File: config.mk
export PLATFORM = sky130hd
export DESIGN_NAME = bttn_event_arbiter
export DESIGN_NICKNAME = d
export VERILOG_FILES = /design/src/rtl/bttn_event_arbiter.sv
export SDC_FILE = /design/constraint.sdc
export NUM_CORES = 1
export LEC_CHECK = 0
export ABC_AREA = 1
export BUFFER_PORTS_ARGS = -buffer_cell sky130_fd_sc_hd__buf_2
export CAP_MARGIN = 5
export CORE_AREA = 2 2 139 141
export CTS_CLUSTER_DIAMETER = 100
export DETAILED_ROUTE_END_ITERATION = 7
export DIE_AREA = 0 0 141 143
export GPL_TIMING_DRIVEN = 1
export PLACE_DENSITY = 0.53
export SETUP_SLACK_MARGIN = 0.02
export SLEW_MARGIN = 20
export SYNTH_ARGS = -nofsm -noshare
export SYNTH_HDL_FRONTEND = slang
export SYNTH_SLANG_ARGS = --single-unit
export TNS_END_PERCENT = 10
File: constraint.sdc
create_clock -name clk -period 1.6 [get_ports clk]
set_input_delay 0.32 -clock clk [delete_from_list [all_inputs] [get_ports clk]]
set_output_delay 0.32 -clock clk [all_outputs]
set_load 0.01 [all_outputs]
File: src/rtl/bttn_event_arbiter.sv
// Panel button front end: synchronizes and debounces four buttons, times reset/test holds on a
// shared 1 s divider, and hands pending events to the consumer one at a time over valid/ready.
module bttn_event_arbiter #(
    parameter int unsigned TICK_CYCLES     = 50000000,
    parameter int unsigned DEBOUNCE_CYCLES = 500000,
    parameter int unsigned RST_HOLD_S      = 5,
    parameter int unsigned TEST_HOLD_S     = 5
) (
    input  logic       clk,
    input  logic       rst,
    input  logic       botonReset,
    input  logic       botonTest,
    input  logic       botonA,
    input  logic       botonB,
    input  logic       evt_ready,
    output logic       evt_valid,
    output logic [2:0] evt_code,
    output logic       evt_drop,
    output logic [3:0] hold_sec,
    output logic       tick_1s
);

    localparam int unsigned TickW = (TICK_CYCLES > 1) ? $clog2(TICK_CYCLES) : 1;
    localparam int unsigned DebW  = (DEBOUNCE_CYCLES > 1) ? $clog2(DEBOUNCE_CYCLES) : 1;
    localparam logic [TickW-1:0] TickLast = TickW'(TICK_CYCLES - 1);
    localparam logic [DebW-1:0]  DebLast  = DebW'(DEBOUNCE_CYCLES - 1);
    localparam logic [3:0]       RstThr   = 4'(RST_HOLD_S);
    localparam logic [3:0]       TestThr  = 4'(TEST_HOLD_S);

    typedef enum logic [0:0] {StIdle, StPresent} state_e;

    // Source index: 0 reset, 1 test, 2 A, 3 B (also the pending-slot order)
    logic [3:0]      raw;
    logic [3:0]      sync1_q, sync2_q;
    logic [3:0]      db_q, db_d, press;
    logic [DebW-1:0] deb_cnt_q [4];
    logic [DebW-1:0] deb_cnt_d [4];

    logic [TickW-1:0] div_q, div_d;
    logic             tick;

    logic [3:0] sec_q [2];
    logic [3:0] sec_d [2];
    logic [3:0] hold_thr [2];
    logic [1:0] fired_q, fired_d, fire;

    logic [3:0] pend_q, pend_d, set, grant;
    logic       drop_q, drop_d;
    state_e     state_q, state_d;
    logic       valid_q, valid_d;
    logic [2:0] code_q, code_d;

    assign raw         = {botonB, botonA, botonTest, botonReset};
    assign hold_thr[0] = RstThr;
    assign hold_thr[1] = TestThr;

    always_ff @(posedge clk or negedge rst) begin
        if (!rst) begin
            sync1_q <= '0;
            sync2_q <= '0;
        end else begin
            sync1_q <= raw;
            sync2_q <= sync1_q;
        end
    end

    always_comb begin
        db_d  = db_q;
        press = '0;
        for (int i = 0; i < 4; i++) begin
            deb_cnt_d[i] = '0;
            if (sync2_q[i] != db_q[i]) begin
                if (deb_cnt_q[i] == DebLast) begin
                    db_d[i]  = sync2_q[i];
                    press[i] = sync2_q[i];
                end else begin
                    deb_cnt_d[i] = deb_cnt_q[i] + 1'b1;
                end
            end
        end
    end

    always_ff @(posedge clk or negedge rst) begin
        if (!rst) begin
            db_q <= '0;
            for (int i = 0; i < 4; i++) deb_cnt_q[i] <= '0;
        end else begin
            db_q <= db_d;
            for (int i = 0; i < 4; i++) deb_cnt_q[i] <= deb_cnt_d[i];
        end
    end

    assign tick  = (div_q == TickLast);
    assign div_d = tick ? '0 : div_q + 1'b1;

    always_ff @(posedge clk or negedge rst) begin
        if (!rst) div_q <= '0;
        else      div_q <= div_d;
    end

    // A press edge clears the count even if a tick lands in the same cycle
    always_comb begin
        fired_d = fired_q;
        fire    = '0;
        for (int j = 0; j < 2; j++) begin
            sec_d[j] = sec_q[j];
            if (press[j]) begin
                sec_d[j] = '0;
            end else if (!db_q[j]) begin
                sec_d[j]   = '0;
                fired_d[j] = 1'b0;
            end else if (tick) begin
                if (sec_q[j] != 4'hF) sec_d[j] = sec_q[j] + 4'd1;
                if ((sec_d[j] == hold_thr[j]) && !fired_q[j]) begin
                    fire[j]    = 1'b1;
                    fired_d[j] = 1'b1;
                end
            end
        end
    end

    always_ff @(posedge clk or negedge rst) begin
        if (!rst) begin
            fired_q <= '0;
            sec_q[0] <= '0;
            sec_q[1] <= '0;
        end else begin
            fired_q <= fired_d;
            sec_q[0] <= sec_d[0];
            sec_q[1] <= sec_d[1];
        end
    end

    assign set = {press[3], press[2], fire[1], fire[0]};

    always_comb begin
        state_d = state_q;
        valid_d = valid_q;
        code_d  = code_q;
        grant   = '0;
        unique case (state_q)
            StIdle: begin
                valid_d = 1'b0;
                code_d  = 3'd0;
                if (|pend_q) begin
                    state_d = StPresent;
                    valid_d = 1'b1;
                    if (pend_q[0]) begin
                        code_d   = 3'd1;
                        grant[0] = 1'b1;
                    end else if (pend_q[1]) begin
                        code_d   = 3'd2;
                        grant[1] = 1'b1;
                    end else if (pend_q[2]) begin
                        code_d   = 3'd3;
                        grant[2] = 1'b1;
                    end else begin
                        code_d   = 3'd4;
                        grant[3] = 1'b1;
                    end
                end
            end
            StPresent: begin
                if (evt_ready) begin
                    state_d = StIdle;
                    valid_d = 1'b0;
                    code_d  = 3'd0;
                end
            end
            default: state_d = StIdle;
        endcase
    end

    // A set on a slot being granted this cycle refills it rather than counting as a loss
    assign pend_d = (pend_q & ~grant) | set;
    assign drop_d = |(set & pend_q & ~grant);

    always_ff @(posedge clk or negedge rst) begin
        if (!rst) begin
            state_q <= StIdle;
            valid_q <= 1'b0;
            code_q  <= 3'd0;
            pend_q  <= '0;
            drop_q  <= 1'b0;
        end else begin
            state_q <= state_d;
            valid_q <= valid_d;
            code_q  <= code_d;
            pend_q  <= pend_d;
            drop_q  <= drop_d;
        end
    end

    assign evt_valid = valid_q;
    assign evt_code  = code_q;
    assign evt_drop  = drop_q;
    assign hold_sec  = db_q[0] ? sec_q[0] : 4'd0;
    assign tick_1s   = tick;

endmodule

* After elaboration in Yosys (flattened, before gate mapping)
Cells that the tools add are included.
** Storage, ports and cells
- Register bits :: 134
- Latch bits :: 0
- Bits in writable memories :: 0
- ROM bits :: 0
- Bits of input ports :: 7
- Output and inout bits :: 10
- Logic and storage cells :: 132
- Memories kept :: 0
** Operators by class
- $add $sub $neg :: 7
- $mul :: 0
- Div/mod/pow operators :: 0
- $lt $le $gt $ge :: 0
- Equal/unequal tests :: 20
- Shift-type cells :: 0
- Mux-type cells :: 65
- Bitwise gates (word level) :: 8
- Reductions and logical operators :: 12
** Operator list (count)
- two-way mux 19 bit :: 8
- adder 19 x 1 -> 19 bit (second input constant) :: 4
- == test 19 bit (second input constant) :: 4
- two-way mux 4 bit :: 17
- two-way mux 1 bit :: 29
- adder 26 x 1 -> 26 bit (second input constant) :: 1
- == test 26 bit (second input constant) :: 1
- two-way mux 26 bit :: 1
- two-way mux 3 bit :: 6
- bitwise AND 4 bit :: 3
- adder 4 x 1 -> 4 bit (second input constant) :: 2
- == test 4 x 3 -> 1 bit (second input constant) :: 2
- != test 2 x 1 -> 1 bit (second input constant) :: 4
- != test 4 bit (second input constant) :: 2
- AND reduction 2 bit :: 4
- OR reduction 4 bit :: 2
- != test 3 x 1 -> 1 bit (second input constant) :: 2
- case mux 3 bit (2 select lines) :: 1
- AND reduction 3 bit :: 2
- != test 1 bit :: 4
- NOT 4 bit :: 1
- bitwise OR 4 bit :: 1
- case mux 1 bit (2 select lines) :: 2
- NOT 1 bit :: 3
- 4 further kinds :: 6

* Depth between registers and ports, before layout
- Word-level depth :: 14
- Depth in mapped cells :: 11
- Gate-level depth less buffers :: 11

* Worst setup path after synthesis
No wires, ideal clock.
- Kind :: register to output
- From :: register div_q[0]
- To :: output port tick_1s
- Arrival time :: 1.210 ns
- Data required time :: 1.280 ns
- Setup slack :: 0.070 ns
- Stages on the path, launching flop included :: 9
- Cell sequence :: dfrtp_1 > ha_1 > nand2_1 > inv_1 > nand2_4 > nor2_4 > nand2_2 > nor2_8 > buf_6
** On the way
- Longest elaborated chain between the ends :: 1
** Ends and longest elaborated chain
- start, declared :: RTL line 39 : logic [TickW-1:0] div_q, div_d;
- start signal, assigned :: RTL line 98 : else div_q <= div_d;
- == test 26 bit :: RTL line 93 : assign tick = (div_q == TickLast);
- end, declared :: RTL line 20 : output logic tick_1s
No other way between the ends.

* Worst setup path in the final report
- From :: register div_q[1]
- To :: output port tick_1s
Same word-level chain as after synthesis.

==> summary by stage <==
Worst setup path
The worst setup path is captured at an output port. In this run the register-to-register setup slack is -0.19 ns. The worst setup path is launched from a register. The category of cells accounting for the largest share of critical-path delay is simple AND/OR/NAND/NOR gates. The library cell contributing the largest single delay on the critical path is dfrtp_1. The critical path is of the register to output port type.

The buffering stage count on the worst path with inverters included is 2. The signal on the critical path passes through ha_2 > nand2_2 > inv_2 > nand2_4 > nor2_4 > nand2_4 > nor2_8 > buf_6. For this run, the slowest stage of the critical path takes 0.35 ns. Of all nets on the critical path, the largest fanout is 3. The critical path data required time is 1.28 ns. The cell type with the highest occurrence count on the critical path is nand2_4.

At the worst endpoint, the arrival time is 1.56 ns.

Logic synthesis
The share of the synthesized area in the top cell type is 0.472. Yosys instantiated no cell more often than nor2_1. Counting instances in the post-synthesis netlist gives the leading cell types as nor2_1 (190), nand2_1 (175), dfrtp_1 (134). Of the synthesized area, sequential elements account for 0.472.

Counting every instance in the synthesized netlist gives 922. The fraction of registers with async set or reset after synthesis is 1.00. For this run, the number of Yosys warnings is 0. By area the synthesized netlist is led by dfrtp_1 (47%), nor2_1 (10%), nand2_1 (9.2%).

The count of state elements after synthesis is 134. The largest total area in the synthesized netlist belongs to dfrtp_1. The mapped cell area is 7110 um^2.

The post-synthesis area per instance is 7.71 um^2. The count of flip-flops with a built-in enable after synthesis is 0. The most instantiated flip-flop cell in the synthesis netlist is dfrtp_1. The synthesized netlist contains 39 unique library cells. The number of nets in the synthesized netlist is 936.

STA
The achievable frequency is 533 MHz. The final critical-path share of the clock period is 1.17. The number of setup violations in the final report is 23.

The max-slew violation count is 0. Setup slack on the critical path of the routed design comes to -0.277 ns. The number of hold-slack violations in the final timing report is 0. At the pin with the least slew margin, the transition time is 0.395 ns. Setup repair after global routing could not meet its margin everywhere.

The routed design could run at a clock period as short as 1.88 ns. Hold timing on the final database bottoms out at a slack of 0.277 ns. After routing, the total negative slack on setup checks comes to -2.23 ns. The setup clock skew after layout is 0.00858 ns.

The worst relative slew slack is 0.734.

Clocking
The total CTS buffers is 17. TritonCTS built the clock tree. For this design, the sink count on the clock tree is 134. The maximum root-to-sink buffer count is 2. After clock tree synthesis, the clock-pin slew on the worst setup and hold paths is 0.06 ns. CTS built an H-tree with a depth of 4.

The cell sitting at the root of the clock tree is a clkbuf_16. The later pin in the worst-skew pair is clocked with a latency of 0.41 ns.

Cells and area
Of the cells placed in the final design, the portion with a size suffix greater than 1 is 0.207. The area of all sequential standard cells is 3360 um^2. The layout has 1808 filler cells. The number of antenna diodes in the final layout is 0. The total number of nets in the final design is 1053. For this run, the share of the core covered by cells in the final layout is 0.488. From synthesis to final layout, the design area changed by 27.7%. The area taken by multi-input logic gates is 3400 um^2.

Global routing
The wire length of the first global-routing pass is 27400 um. The global-route total usage across every layer is 0.167. For met3 alone, demand over resource in global routing was 0.0335.

The met1 usage in global routing is 0.224. The peak-usage layer in the global routing report is met2. Global routing finished with a remaining overflow of 0.

The via count of the first global-routing pass is 5845. For met2 alone, demand over resource in global routing was 0.278. The initial antenna violation count is 0. The largest net degree at the start of global routing is 39.

Route
The remaining antenna violation count is 0. The total number of vias is 6050. After detailed routing, the number of vias per cell comes to 4.71. The post-detailed-routing wire length is 16000 um.

The first detailed-routing pass took 5 iterations. The final routed DRC violation total is 0. The detailed router finished its first iteration with 258 violations. In the final routed layout, each cell accounts on average for 12.4 um.

Power
Across the VDD grid, the largest voltage drop is 0.701 mV. The completed layout was analyzed and its total power is 8.12 mW. Power spread over the standard cell area amounts to 895 nW/um^2. The analysis attributes to cell leakage a power of 4.25 nW.

Floorplanning
The initial utilization of the core area, before any placement, comes to 0.383. The top-level port count is 17. The die is 143 um tall. After floorplanning, the core was divided into 50 placement rows.

The horizontal extent of the die is 141 um. The area of the placeable core is 18600 um^2. The floorplan step defined a die boundary enclosing 20200 um^2.

Worst hold path
The path class of the tightest hold or removal check is input port to register.

Flow run
The tool flagged a number of max-cap violations equal to 0.

Outcome
The checks that failed: negative setup slack. The flow ran to the end, but the final reports show violations.

Placed design
The count of buffers added on input and output ports is 16. After legalization and detailed placement, the total HPWL measured 11500 um. The congestion estimate from routability-driven global placement came to 0.835.
-- cell usage in the layout, fill, tap and decap left out, drive strengths merged --
cell type / instances
a211oi: 3
a31oi: 5
nand2: 183
nor3: 41
or2: 1
o21bai: 1
nand4: 30
nor4: 2
nand3: 57
clkinvlp: 3
bufinv: 6
clkbuf: 20
o21a: 1
o22ai: 1
nor2: 202
a21oi: 30
nor3b: 8
clkinv: 4
a31o: 2
xnor2: 12
dfrtp: 134
a21boi: 1
o21ai: 31
ha: 7
buf: 95
a21o: 1
inv: 136
xor2: 26
nand3b: 3
dlygate4sd3: 5
-- path summary, 6_finish.rpt --
| check | endpoint | from | cells past startpoint |
|---|---|---|---|
| min in group asynchronous | deb_cnt_q[51]$_DFF_PN0_ | rst | 2 |
| setup reg to reg | sec_q[0]$_DFFE_PN0P_ | div_q[1]$_DFF_PN0_ | 13 |
| setup / recovery | tick_1s | div_q[1]$_DFF_PN0_ | 8 |
| hold / removal | state_q$_DFF_PN0_ | evt_ready | 3 |
| hold reg to reg | sync2_q[3]$_DFF_PN0_ | sync1_q[3]$_DFF_PN0_ | 0 |
| max in group asynchronous | div_q[11]$_DFF_PN0_ | rst | 3 |
-- cells by family after synthesis --
kind of cell / share of synthesized area
XOR/XNOR: 0.0489
AND/OR/NAND/NOR: 0.331
flip-flops: 0.472
adder cells (fa/ha/maj): 0.0123
AO/OA/AOI/OAI: 0.0597
buffers and inverters: 0.0762
-- report_power, final --
group / leakage [nW] / internal [mW] / switching (mW)
Clock: 0.319 / 2.96 / 1.47
Sequential: 1.82 / 3.42 / 0.0263
Combinational: 2.11 / 0.0935 / 0.150
-- worst min-delay path: stages --
cell,delay [ns]
buf_2,0.09
or2_2,0.15
nand2_1,0.08
-- per-layer routing --
metal  vias up  share of wire  wire [um]
met5         -              0          0
met4         0         0.0083        132
met3        10          0.019        310
met2        55           0.48       7670
met1      2803           0.49       7840
li1       3182              -          -
-- final cells by class --
cell class,count,area share
Multi-Input combinational cell,648,0.375
Tap cell,234,0.0323
Clock inverter,12,0.0250
Sequential cell,134,0.370
Timing Repair Buffer,101,0.0913
Clock buffer,19,0.0488
Inverter,137,0.0579
-- state kept, by name (all words and copies together) (netlist names) --
| signal | count |
|---|---|
| evt_drop | 1 |
| sync1_q | 4 |
| deb_cnt_q | 76 |
| div_q | 26 |
| evt_valid | 1 |
| evt_code | 3 |
| sync2_q | 4 |
| db_q | 4 |
| state_q | 1 |
| pend_q | 4 |
| fired_q | 2 |
| sec_q | 8 |
-- through the flow --
stage                     instance area, um^2  instances  setup slack, ns
after CTS                                8780       1275           -0.360
after global placement                   7980       1233           0.0251
after detailed placement                 7980       1233           0.0195
final                                    9070       1285           -0.277
after global routing                     9070       1285           -0.366
after floorplan                          7110        922           0.0703
-- timing repair --
item	in CTS	in global routing
gates cloned	0	1
hold buffers	5	0
gates resized for setup	16	64
endpoints found under the setup margin	17	81
hold endpoints to repair	25	0
setup buffers	6	9
pin swaps	8	14
No activity file was read; power rests on OpenSTA's default activity.
